## src/rtl/id_stage_if.sv

```systemverilog
// Fetch/writeback/hazard inputs and decoded bundle outputs of the decode stage.
// The slave modport belongs to id_stage; the master modport belongs to the surrounding pipeline.
interface id_stage_if #(
    parameter int DSIZE = 16,
    parameter int ISIZE = 16,
    parameter int ASIZE = 4
);
    logic [ISIZE-1:0] inst_in;
    logic [DSIZE-1:0] pc_in;
    logic             flush_in;
    logic             exe_memtoreg_in;
    logic [ASIZE-1:0] exe_waddr_in;
    logic             wb_wen_in;
    logic [ASIZE-1:0] wb_waddr_in;
    logic [DSIZE-1:0] wb_wdata_in;

    logic             stall_out;
    logic [DSIZE-1:0] rdata1_out;
    logic [DSIZE-1:0] rdata2_out;
    logic [DSIZE-1:0] imm_out;
    logic [2:0]       opcode_out;
    logic             alusrc_out;
    logic             memwrite_out;
    logic             memtoreg_out;
    logic             writeenable_out;
    logic             branch_out;
    logic             unconditional_branch_out;
    logic [ASIZE-1:0] waddr_out;
    logic [DSIZE-1:0] PC_out;
    logic [ISIZE-1:0] INST_out;

    modport slave (
        input  inst_in, pc_in, flush_in, exe_memtoreg_in, exe_waddr_in,
               wb_wen_in, wb_waddr_in, wb_wdata_in,
        output stall_out, rdata1_out, rdata2_out, imm_out, opcode_out,
               alusrc_out, memwrite_out, memtoreg_out, writeenable_out,
               branch_out, unconditional_branch_out, waddr_out, PC_out, INST_out
    );

    modport master (
        output inst_in, pc_in, flush_in, exe_memtoreg_in, exe_waddr_in,
               wb_wen_in, wb_waddr_in, wb_wdata_in,
        input  stall_out, rdata1_out, rdata2_out, imm_out, opcode_out,
               alusrc_out, memwrite_out, memtoreg_out, writeenable_out,
               branch_out, unconditional_branch_out, waddr_out, PC_out, INST_out
    );
endinterface

```

## src/rtl/id_stage.sv

```systemverilog
// Decode stage: IF/ID register, 16-entry register file with write-through bypass,
// instruction decode and load-use hazard detection.
module id_stage #(
    parameter int DSIZE = 16,
    parameter int ISIZE = 16,
    parameter int ASIZE = 4
) (
    input  logic        clk,
    input  logic        rst,
    id_stage_if.slave   bus
);
    localparam int NREG = 2 ** ASIZE;

    logic             valid_q;
    logic [ISIZE-1:0] inst_q;
    logic [DSIZE-1:0] pc_q;
    logic [DSIZE-1:0] rf_q [NREG];

    logic [3:0]       op;
    logic [ASIZE-1:0] rd, rs, rt;
    logic [ASIZE-1:0] ra1, ra2;
    logic             use_rs, use_rt, use_rd;
    logic [2:0]       opcode_d;
    logic             alusrc_d, memwrite_d, memtoreg_d, wen_d, branch_d, ubranch_d;
    logic [DSIZE-1:0] imm_d;
    logic             stall;
    logic             bubble;

    assign op = inst_q[15:12];
    assign rd = inst_q[11:8];
    assign rs = inst_q[7:4];
    assign rt = inst_q[3:0];

    always_comb begin
        opcode_d   = 3'b000;
        alusrc_d   = 1'b0;
        memwrite_d = 1'b0;
        memtoreg_d = 1'b0;
        wen_d      = 1'b0;
        branch_d   = 1'b0;
        ubranch_d  = 1'b0;
        imm_d      = '0;
        ra1        = rs;
        ra2        = rt;
        use_rs     = 1'b0;
        use_rt     = 1'b0;
        use_rd     = 1'b0;
        case (op)
            4'b0000, 4'b0001, 4'b0010, 4'b0011: begin
                opcode_d = {1'b0, op[1:0]};
                wen_d    = 1'b1;
                use_rs   = 1'b1;
                use_rt   = 1'b1;
            end
            4'b0100, 4'b0101, 4'b0110, 4'b0111: begin
                opcode_d = {1'b1, op[1:0]};
                alusrc_d = 1'b1;
                wen_d    = 1'b1;
                imm_d    = {{(DSIZE-4){1'b0}}, rt};
                use_rs   = 1'b1;
            end
            4'b1000: begin
                alusrc_d   = 1'b1;
                memtoreg_d = 1'b1;
                wen_d      = 1'b1;
                imm_d      = {{(DSIZE-4){rt[3]}}, rt};
                use_rs     = 1'b1;
            end
            4'b1001: begin
                ra2        = rd;
                alusrc_d   = 1'b1;
                memwrite_d = 1'b1;
                imm_d      = {{(DSIZE-4){rt[3]}}, rt};
                use_rs     = 1'b1;
                use_rd     = 1'b1;
            end
            4'b1100: begin
                // BEQ compares rd against rs, so rd goes out on port 1
                ra1      = rd;
                ra2      = rs;
                opcode_d = 3'b001;
                branch_d = 1'b1;
                imm_d    = {{(DSIZE-4){rt[3]}}, rt};
                use_rs   = 1'b1;
                use_rd   = 1'b1;
            end
            4'b1110: begin
                ubranch_d = 1'b1;
                imm_d     = {{(DSIZE-12){inst_q[11]}}, inst_q[11:0]};
            end
            default: ;
        endcase
    end

    assign stall = valid_q && bus.exe_memtoreg_in && !bus.flush_in &&
                   (bus.exe_waddr_in != '0) &&
                   ((use_rs && bus.exe_waddr_in == rs) ||
                    (use_rt && bus.exe_waddr_in == rt) ||
                    (use_rd && bus.exe_waddr_in == rd));
    assign bubble = !valid_q || stall || bus.flush_in;

    always_ff @(posedge clk) begin
        if (!rst) begin
            valid_q <= 1'b0;
            inst_q  <= '0;
            pc_q    <= '0;
        end else if (bus.flush_in) begin
            valid_q <= 1'b0;
        end else if (!stall) begin
            valid_q <= 1'b1;
            inst_q  <= bus.inst_in;
            pc_q    <= bus.pc_in;
        end
    end

    // Writeback keeps writing through a stall; r0 is never stored
    always_ff @(posedge clk) begin
        if (!rst) begin
            for (int i = 0; i < NREG; i++) rf_q[i] <= '0;
        end else if (bus.wb_wen_in && bus.wb_waddr_in != '0) begin
            rf_q[bus.wb_waddr_in] <= bus.wb_wdata_in;
        end
    end

    always_comb begin
        if (ra1 == '0)                                      bus.rdata1_out = '0;
        else if (bus.wb_wen_in && bus.wb_waddr_in == ra1)   bus.rdata1_out = bus.wb_wdata_in;
        else                                                bus.rdata1_out = rf_q[ra1];
        if (ra2 == '0)                                      bus.rdata2_out = '0;
        else if (bus.wb_wen_in && bus.wb_waddr_in == ra2)   bus.rdata2_out = bus.wb_wdata_in;
        else                                                bus.rdata2_out = rf_q[ra2];
    end

    assign bus.stall_out                = stall;
    assign bus.imm_out                  = imm_d;
    assign bus.opcode_out               = bubble ? 3'b000 : opcode_d;
    assign bus.alusrc_out               = !bubble && alusrc_d;
    assign bus.memwrite_out             = !bubble && memwrite_d;
    assign bus.memtoreg_out             = !bubble && memtoreg_d;
    assign bus.writeenable_out          = !bubble && wen_d;
    assign bus.branch_out               = !bubble && branch_d;
    assign bus.unconditional_branch_out = !bubble && ubranch_d;
    assign bus.waddr_out                = (!bubble && wen_d) ? rd : '0;
    assign bus.PC_out                   = pc_q;
    assign bus.INST_out                 = inst_q;
endmodule

```

## src/flat_wrapper.sv

```systemverilog
// flat-port wrapper written by rule: the top's interface ports become plain ports
module id_stage_flat 
#(
    parameter int DSIZE = 16,
    parameter int ISIZE = 16,
    parameter int ASIZE = 4
)
  (clk, rst, bus_inst_in, bus_pc_in, bus_flush_in, bus_exe_memtoreg_in, bus_exe_waddr_in, bus_wb_wen_in, bus_wb_waddr_in, bus_wb_wdata_in, bus_stall_out, bus_rdata1_out, bus_rdata2_out, bus_imm_out, bus_opcode_out, bus_alusrc_out, bus_memwrite_out, bus_memtoreg_out, bus_writeenable_out, bus_branch_out, bus_unconditional_branch_out, bus_waddr_out, bus_PC_out, bus_INST_out);
  id_stage_if #(.DSIZE(DSIZE), .ISIZE(ISIZE), .ASIZE(ASIZE)) bus_i ();
  input  logic clk;
  input  logic rst;
  input wire logic [$bits(bus_i.inst_in)-1:0] bus_inst_in;
  input wire logic [$bits(bus_i.pc_in)-1:0] bus_pc_in;
  input wire logic [$bits(bus_i.flush_in)-1:0] bus_flush_in;
  input wire logic [$bits(bus_i.exe_memtoreg_in)-1:0] bus_exe_memtoreg_in;
  input wire logic [$bits(bus_i.exe_waddr_in)-1:0] bus_exe_waddr_in;
  input wire logic [$bits(bus_i.wb_wen_in)-1:0] bus_wb_wen_in;
  input wire logic [$bits(bus_i.wb_waddr_in)-1:0] bus_wb_waddr_in;
  input wire logic [$bits(bus_i.wb_wdata_in)-1:0] bus_wb_wdata_in;
  output wire logic [$bits(bus_i.stall_out)-1:0] bus_stall_out;
  output wire logic [$bits(bus_i.rdata1_out)-1:0] bus_rdata1_out;
  output wire logic [$bits(bus_i.rdata2_out)-1:0] bus_rdata2_out;
  output wire logic [$bits(bus_i.imm_out)-1:0] bus_imm_out;
  output wire logic [$bits(bus_i.opcode_out)-1:0] bus_opcode_out;
  output wire logic [$bits(bus_i.alusrc_out)-1:0] bus_alusrc_out;
  output wire logic [$bits(bus_i.memwrite_out)-1:0] bus_memwrite_out;
  output wire logic [$bits(bus_i.memtoreg_out)-1:0] bus_memtoreg_out;
  output wire logic [$bits(bus_i.writeenable_out)-1:0] bus_writeenable_out;
  output wire logic [$bits(bus_i.branch_out)-1:0] bus_branch_out;
  output wire logic [$bits(bus_i.unconditional_branch_out)-1:0] bus_unconditional_branch_out;
  output wire logic [$bits(bus_i.waddr_out)-1:0] bus_waddr_out;
  output wire logic [$bits(bus_i.PC_out)-1:0] bus_PC_out;
  output wire logic [$bits(bus_i.INST_out)-1:0] bus_INST_out;
  assign bus_i.inst_in = bus_inst_in;
  assign bus_i.pc_in = bus_pc_in;
  assign bus_i.flush_in = bus_flush_in;
  assign bus_i.exe_memtoreg_in = bus_exe_memtoreg_in;
  assign bus_i.exe_waddr_in = bus_exe_waddr_in;
  assign bus_i.wb_wen_in = bus_wb_wen_in;
  assign bus_i.wb_waddr_in = bus_wb_waddr_in;
  assign bus_i.wb_wdata_in = bus_wb_wdata_in;
  assign bus_stall_out = bus_i.stall_out;
  assign bus_rdata1_out = bus_i.rdata1_out;
  assign bus_rdata2_out = bus_i.rdata2_out;
  assign bus_imm_out = bus_i.imm_out;
  assign bus_opcode_out = bus_i.opcode_out;
  assign bus_alusrc_out = bus_i.alusrc_out;
  assign bus_memwrite_out = bus_i.memwrite_out;
  assign bus_memtoreg_out = bus_i.memtoreg_out;
  assign bus_writeenable_out = bus_i.writeenable_out;
  assign bus_branch_out = bus_i.branch_out;
  assign bus_unconditional_branch_out = bus_i.unconditional_branch_out;
  assign bus_waddr_out = bus_i.waddr_out;
  assign bus_PC_out = bus_i.PC_out;
  assign bus_INST_out = bus_i.INST_out;
  id_stage #(.DSIZE(DSIZE), .ISIZE(ISIZE), .ASIZE(ASIZE)) u_core (.clk(clk), .rst(rst), .bus(bus_i));
endmodule
```

## config.mk

```make
export PLATFORM = sky130hd
export DESIGN_NAME = id_stage_flat
export DESIGN_NICKNAME = d
export VERILOG_FILES = /design/src/rtl/id_stage_if.sv /design/src/rtl/id_stage.sv /design/src/flat_wrapper.sv
export SDC_FILE = /design/constraint.sdc
export NUM_CORES = 1
export LEC_CHECK = 0
export ABC_AREA = 1
export CAP_MARGIN = 20
export CELL_PAD_IN_SITES_DETAIL_PLACEMENT = 1
export CELL_PAD_IN_SITES_GLOBAL_PLACEMENT = 1
export CORE_MARGIN = 4
export CORE_UTILIZATION = 47
export DETAILED_ROUTE_END_ITERATION = 7
export HOLD_SLACK_MARGIN = 0.08
export PLACE_DENSITY = 0.84
export SYNTH_ARGS = -nofsm -noshare
export SYNTH_HDL_FRONTEND = slang
export SYNTH_SLANG_ARGS = --single-unit
```

## constraint.sdc

```tcl
create_clock -name clk -period 4.41 [get_ports clk]
set_input_delay 1.1025 -clock clk [delete_from_list [all_inputs] [get_ports clk]]
set_output_delay 1.1025 -clock clk [all_outputs]
set_load 0.05 [all_outputs]
```

# Word-level counts from Yosys, hierarchy flattened
# Memories as Yosys holds them, arrays and structs flattened.
# Index checks and enable logic that the tools add are counted.
dict set report totals {
  reg_bits 33
  mem_bits_rw 256
  in_bits 61
  out_inout_bits 94
  wordCells 87
  mem_count 1
}
dict set report op_classes {
  eq_ne 16
  muxes 26
  bitwise 3
  n_reduce_logical 38
}
# memory depth width rd rd_ports_with_merged_regs write_ports line_no
set memory_table {}
lappend memory_table {u_core.rf_q 16 16 2 0 16 id_stage.sv:17} ;# logic [DSIZE-1:0] rf_q [NREG];
# operator count
set ops {}
lappend ops {{$mux 16} 5}
lappend ops {{$pmux 16 s3} 1}
lappend ops {{$eq 4x4->1} 5}
lappend ops {{$eq 4x3->1 const B} 4}
lappend ops {{$eq 4x4->1 const B} 4}
lappend ops {{$logic_and 1x1->1} 16}
lappend ops {{$reduce_or 16->1} 1}
lappend ops {{$mux 1} 14}
lappend ops {{$logic_not 4->1} 3}
lappend ops {{$mux 4} 3}
lappend ops {{$reduce_or 11->1} 1}
lappend ops {{$pmux 3 s3} 1}
lappend ops {{$reduce_or 9->1} 1}
lappend ops {{$eq 4x2->1 const B} 2}
lappend ops {{$pmux 4 s2} 1}
lappend ops {{$reduce_bool 4->1} 2}
lappend ops {{$reduce_or 4->1} 2}
lappend ops {{$reduce_or 6->1} 1}
lappend ops {{$eq 4x1->1 const B} 1}
lappend ops {{$logic_or 1x1->1} 4}
lappend ops {{$reduce_or 2->1} 2}
lappend ops {{$logic_not 1->1} 3}
lappend ops {{$mux 3} 1}
lappend ops {{$not 1->1} 3}
lappend ops {{2 further kinds} 2}

# Longest topological paths before layout
dict set report depth {
  depth_word 12
  ltp_mapped 16
  depth_no_buf 14
}

# Least setup slack after synthesis
# Ideal clock, no wire load.
dict set report synth_timing {
  path_kind {register to output}
  startpoint {register u_core.inst_q[13] (netlist: u_core.bus.INST_out[13])}
  endpoint {output bus_imm_out[12]}
  t_arrival_ns 3.022
  t_required_ns 3.308
  path_slack_ns 0.286
  stages_incl_launch_ff 6
  n_path_buf 1
  cell_sequence {dfxtp_1 -> inv_1 -> nor3_1 -> inv_1 -> o21ai_0 -> buf_4}
}
dict set report synth_between {
  elab_chain_len 3
  elab_cells_between_ends 11
  classes_between {eq/ne (8); mux (1); reduce/logical (2)}
}
# element line_no
set synth_rtl {}
lappend synth_rtl {{start: declaration} id_stage.sv:15} ;# logic [ISIZE-1:0] inst_q;
lappend synth_rtl {{start signal: assignment} id_stage.sv:111} ;# inst_q <= bus.inst_in;
lappend synth_rtl {{$eq 4x3->1 / $eq 4x4->1 (equally long branches)} id_stage.sv:48} ;# case (op)
lappend synth_rtl {{$reduce_or 4->1 / $reduce_or 3->1 (equally long branches)} --}
lappend synth_rtl {{$pmux 16 s3 (*)} id_stage.sv:48}
lappend synth_rtl {{end: declaration} flat_wrapper.sv:23} ;# output wire logic [$bits(bus_i.imm_out)-1:0] bus_imm_out;
# Mark *: on every way between the ends. The rest lies on a longest branch, timed or not.

# Worst setup path in the final report
dict set report layout_timing {
  startpoint {register u_core.inst_q[14] (netlist: u_core.bus.INST_out[14])}
  endpoint {output bus_rdata1_out[8]}
}
dict set report layout_between {
  elab_chain_len 6
  elab_cells_between_ends 8
  classes_between {eq/ne (2); mux (3); reduce/logical (2); memory (1)}
}
# element line_no
set layout_rtl {}
lappend layout_rtl {{$eq 4x4->1 (*)} id_stage.sv:48}
lappend layout_rtl {{$mux 4 (*)} id_stage.sv:48}
lappend layout_rtl {{branches (longest 3 deep; another with $mem_v2 16x16)} --}
lappend layout_rtl {{$mux 16 (*)} id_stage.sv:126} ;# if (ra1 == '0) bus.rdata1_out = '0;
lappend layout_rtl {{end: declaration} flat_wrapper.sv:21} ;# output wire logic [$bits(bus_i.rdata1_out)-1:0] bus_rdata1_out;
# Mark *: on every way between the ends.

==> run metrics <==
maxcap violations 0; Routed Wire Length 74,000 um; RSZ-0062 raised after global routing true; Reg clk slew, reported paths 0.06 ns; crit-path cells nand2_1 -> inv_2 -> nand2_8 -> nand2_1 -> o21ai_4 -> buf_12 -> buf_4 -> nor2_4 -> buf_12 -> nand2_1 -> nand3_1 -> nand3_1 -> a21oi_2 -> buf_12; core area 0.0347 mm^2; critical path arrival 3.33 ns; hold path cells 2; CTS tree built; Int Pwr 5560 uW; commonest non-fill, non-tap cells in the layout 512 x nand2_1, 377 x nor2_1, 359 x nand3_1; post-route ant nets 0; drt pass-1 iters 5; worst-case vdd ir drop 0.241 mV; register area share after synthesis 50.1%; Clock Tree Buf Depth 3; Final GP Congestion 0.950; DRC viols 0; Worst R2R Path Depth 12; vias in the first global route 18,100; Crit path depth 14; H-tree levels 2; Final HPWL DP 47,100 um; met2 GRT Util 59.3%; Buf+Inv Stages, Crit Path 5; failing checks negative setup slack; first-pass GRT wire length 110,000 um; HP Class reg -> reg; total grt overflow 0; antenna violations before repair 3; Slew Viols, Final 0; most common cell after layout, fill and taps aside nand2_1; Worst Hold Path EP u_core.bus.PC_out[3]; Yosys warnings 0; Area Overhead vs Synth 25.0%; Sw Pwr 2510 uW; R2R Setup Slk 1.80 ns; layout cell share with drive strength beyond 1 11.2%; Clock Power Share 36.8%; wire per inst 26.8 um; pin count of the biggest net entering global routing 72; fin cells 2,758; Final Hold Viols 0; Root Buffer clkbuf_16; #FFs+latches synth 289; I/O Buffers 154; I/O pin cnt 155; worst r2r dst u_core.bus.INST_out[13]; Place WS 0.0809 ns; Mapped Area 0.0167 mm^2; part of the power in registers 40.2%; Post-Syn Instances 2,151; Core Util, Final 60.0%; post-synth cell types 36; CTS Hold Bufs 0; cts bufs inserted 34; Starting Density 48.0%; slew margin rel. 30.2%; Register Area 0.00835 mm^2; Hold Path Origin u_core.bus.PC_out[3]; Pleak 0.00857 uW; latest clock arrival within the worst-skew pair 0.53 ns; CP Max Fanout 17; worst reg2reg startpoint u_core.bus.INST_out[12]; Die W 196 um; delay-heaviest family, CP simple AND/OR/NAND/NOR gates; Async SR Flop Fraction 0%; Worst EP required 3.31 ns; critical path type reg -> out; Syn Area/Cell 7.74 um^2; Inst Count DP 2,686; Crit-path slowest cell dfxtp_2; leading area contributor after synthesis edfxtp_1; final setup violating endpoints 1; worst stage delay on the critical path 0.41 ns; switch share 31.1%; area of the multi-input gates 0.00730 mm^2; Comb pwr share 23.0%; Critical Path Source Type register; final cycle utilization of the critical path 101%; Final WS setup -0.0223 ns; post-synth top area share 46.2%; count of nets after finishing 2,341; Synth Flop Type edfxtp_1; chip height 196 um; crit end category output pin; TNS Setup -0.0223 ns; GRT met1 Usage 47.5%; Total GRT Usage 37.4%; total number of vias 17,600; CTS sink cnt 289; Pwr per Cell Area 388 mW/mm^2; Starting DRT DRC Count 2,193; met3 usage 9.75%; Post-synth EDFFs 256; row cnt 68; Via density 6.37; Worst-Margin Slew 1.05 ns; die area 0.0385 mm^2; filler instances 4,147; gr busiest metal met2; status complete, but fails checks; Max Clock Freq 226 MHz; Max Clock Skew 0.0112 ns; minimum clock period after layout 4.43 ns; synth top area cells edfxtp_1 46%, nand2_1 12%, nand3_1 11%
[synthesized netlist by cell type, types with 2 or more instances]
library cell	n
o211ai_1	43
edfxtp_1	256
clkinv_1	3
or2_2	15
inv_2	7
o21ai_2	2
dfxtp_1	33
inv_1	130
nand3_1	365
buf_4	8
a21oi_1	77
xor2_1	4
o21ai_0	52
buf_2	49
a31oi_1	31
nor3_1	18
xnor2_1	7
buf_6	3
nand3_2	5
nand4_1	6
clkbuf_1	92
nand3_4	2
nor2_2	3
nor2_4	3
buf_1	9
nor2_1	381
nand3b_1	19
o21ai_1	7
nand2_1	514
[cell families (layout without fill, tap and decap cells)]
| logic type | count (synthesis) | after routing | share of synthesized area [%] |
|---|---|---|---|
| simple gates | 1334 | 1334 | 34.4 |
| buf+inv | 301 | 436 | 7.47 |
| flops | 289 | 289 | 50.1 |
| compound gates | 215 | 215 | 7.44 |
| xor+xnor | 11 | 11 | 0.579 |
| other cells | 1 | 18 | 0.0225 |
[through the flow]
step                      hold slack, ns  power [uW]  instance area (um^2)
final                              0.466        8070                 20800
after global routing               0.493        8270                 20800
after CTS                          0.465        7990                 20600
after detailed placement           0.455        5010                 19200
after global placement             0.447        4950                 19200
after floorplan                    0.681        4200                 16700
[state kept, by name, indices dropped and copies added, names as in the netlist]
signal,flops
u_core.valid_q,1
u_core.bus.PC_out,16
u_core.rf_q,256
u_core.bus.INST_out,16
[per-layer routing]
metal	wire length (um)	vias up
met2	33700	1273
met1	27000	8588
met4	4380	4
met5	16	-
li1	-	7424
met3	8920	273
[power by group through the flow]
stage                     Clock, uW  Sequential (uW)  Combinational [uW]
after global placement            0             3270                1670
after floorplan                   0             3310                 894
after global routing           3080             3250                1940
after CTS                      2970             3230                1790
final                          2970             3240                1860
after detailed placement          0             3290                1720
[final cells by class]
cell class | instances | share of cell area (%)
clock buffers | 40 | 4.50
multi-input cells | 1576 | 35.1
repair buffers | 239 | 13.9
inverters | 140 | 2.63
well taps | 455 | 2.74
diodes | 2 | 0.0240
clock inverters | 17 | 1.00
flip-flops and latches | 289 | 40.1
[worst max path at each step]
stage | start | to | slack, ns
after floorplan | u_core.bus.INST_out[13] | bus_imm_out[12] | 0.29
after global placement | bus_wb_waddr_in[0] | bus_rdata1_out[9] | 0.16
after detailed placement | bus_wb_waddr_in[0] | bus_rdata1_out[0] | 0.08
after CTS | u_core.bus.INST_out[15] | bus_rdata2_out[12] | -0.01
after global routing | u_core.bus.INST_out[14] | bus_rdata1_out[8] | -0.05
final | u_core.bus.INST_out[14] | bus_rdata1_out[8] | -0.02
[tightest hold or removal path: cells and delay by family, from the launching register on]
| family | cells | cell delay (ns) |
|---|---|---|
| compound gates | 1 | 0.05 |
| flops | 1 | 0.31 |
| simple gates | 1 | 0.06 |
[timing repair]
item                                    4_1_cts  5_1_grt
gates cloned                                  2        1
gates resized for setup                      33       25
endpoints found under the setup margin       32       37
buffers inserted                              7        3
pin swaps                                     3        3
Note: power is estimated with default switching activity, not from simulation.
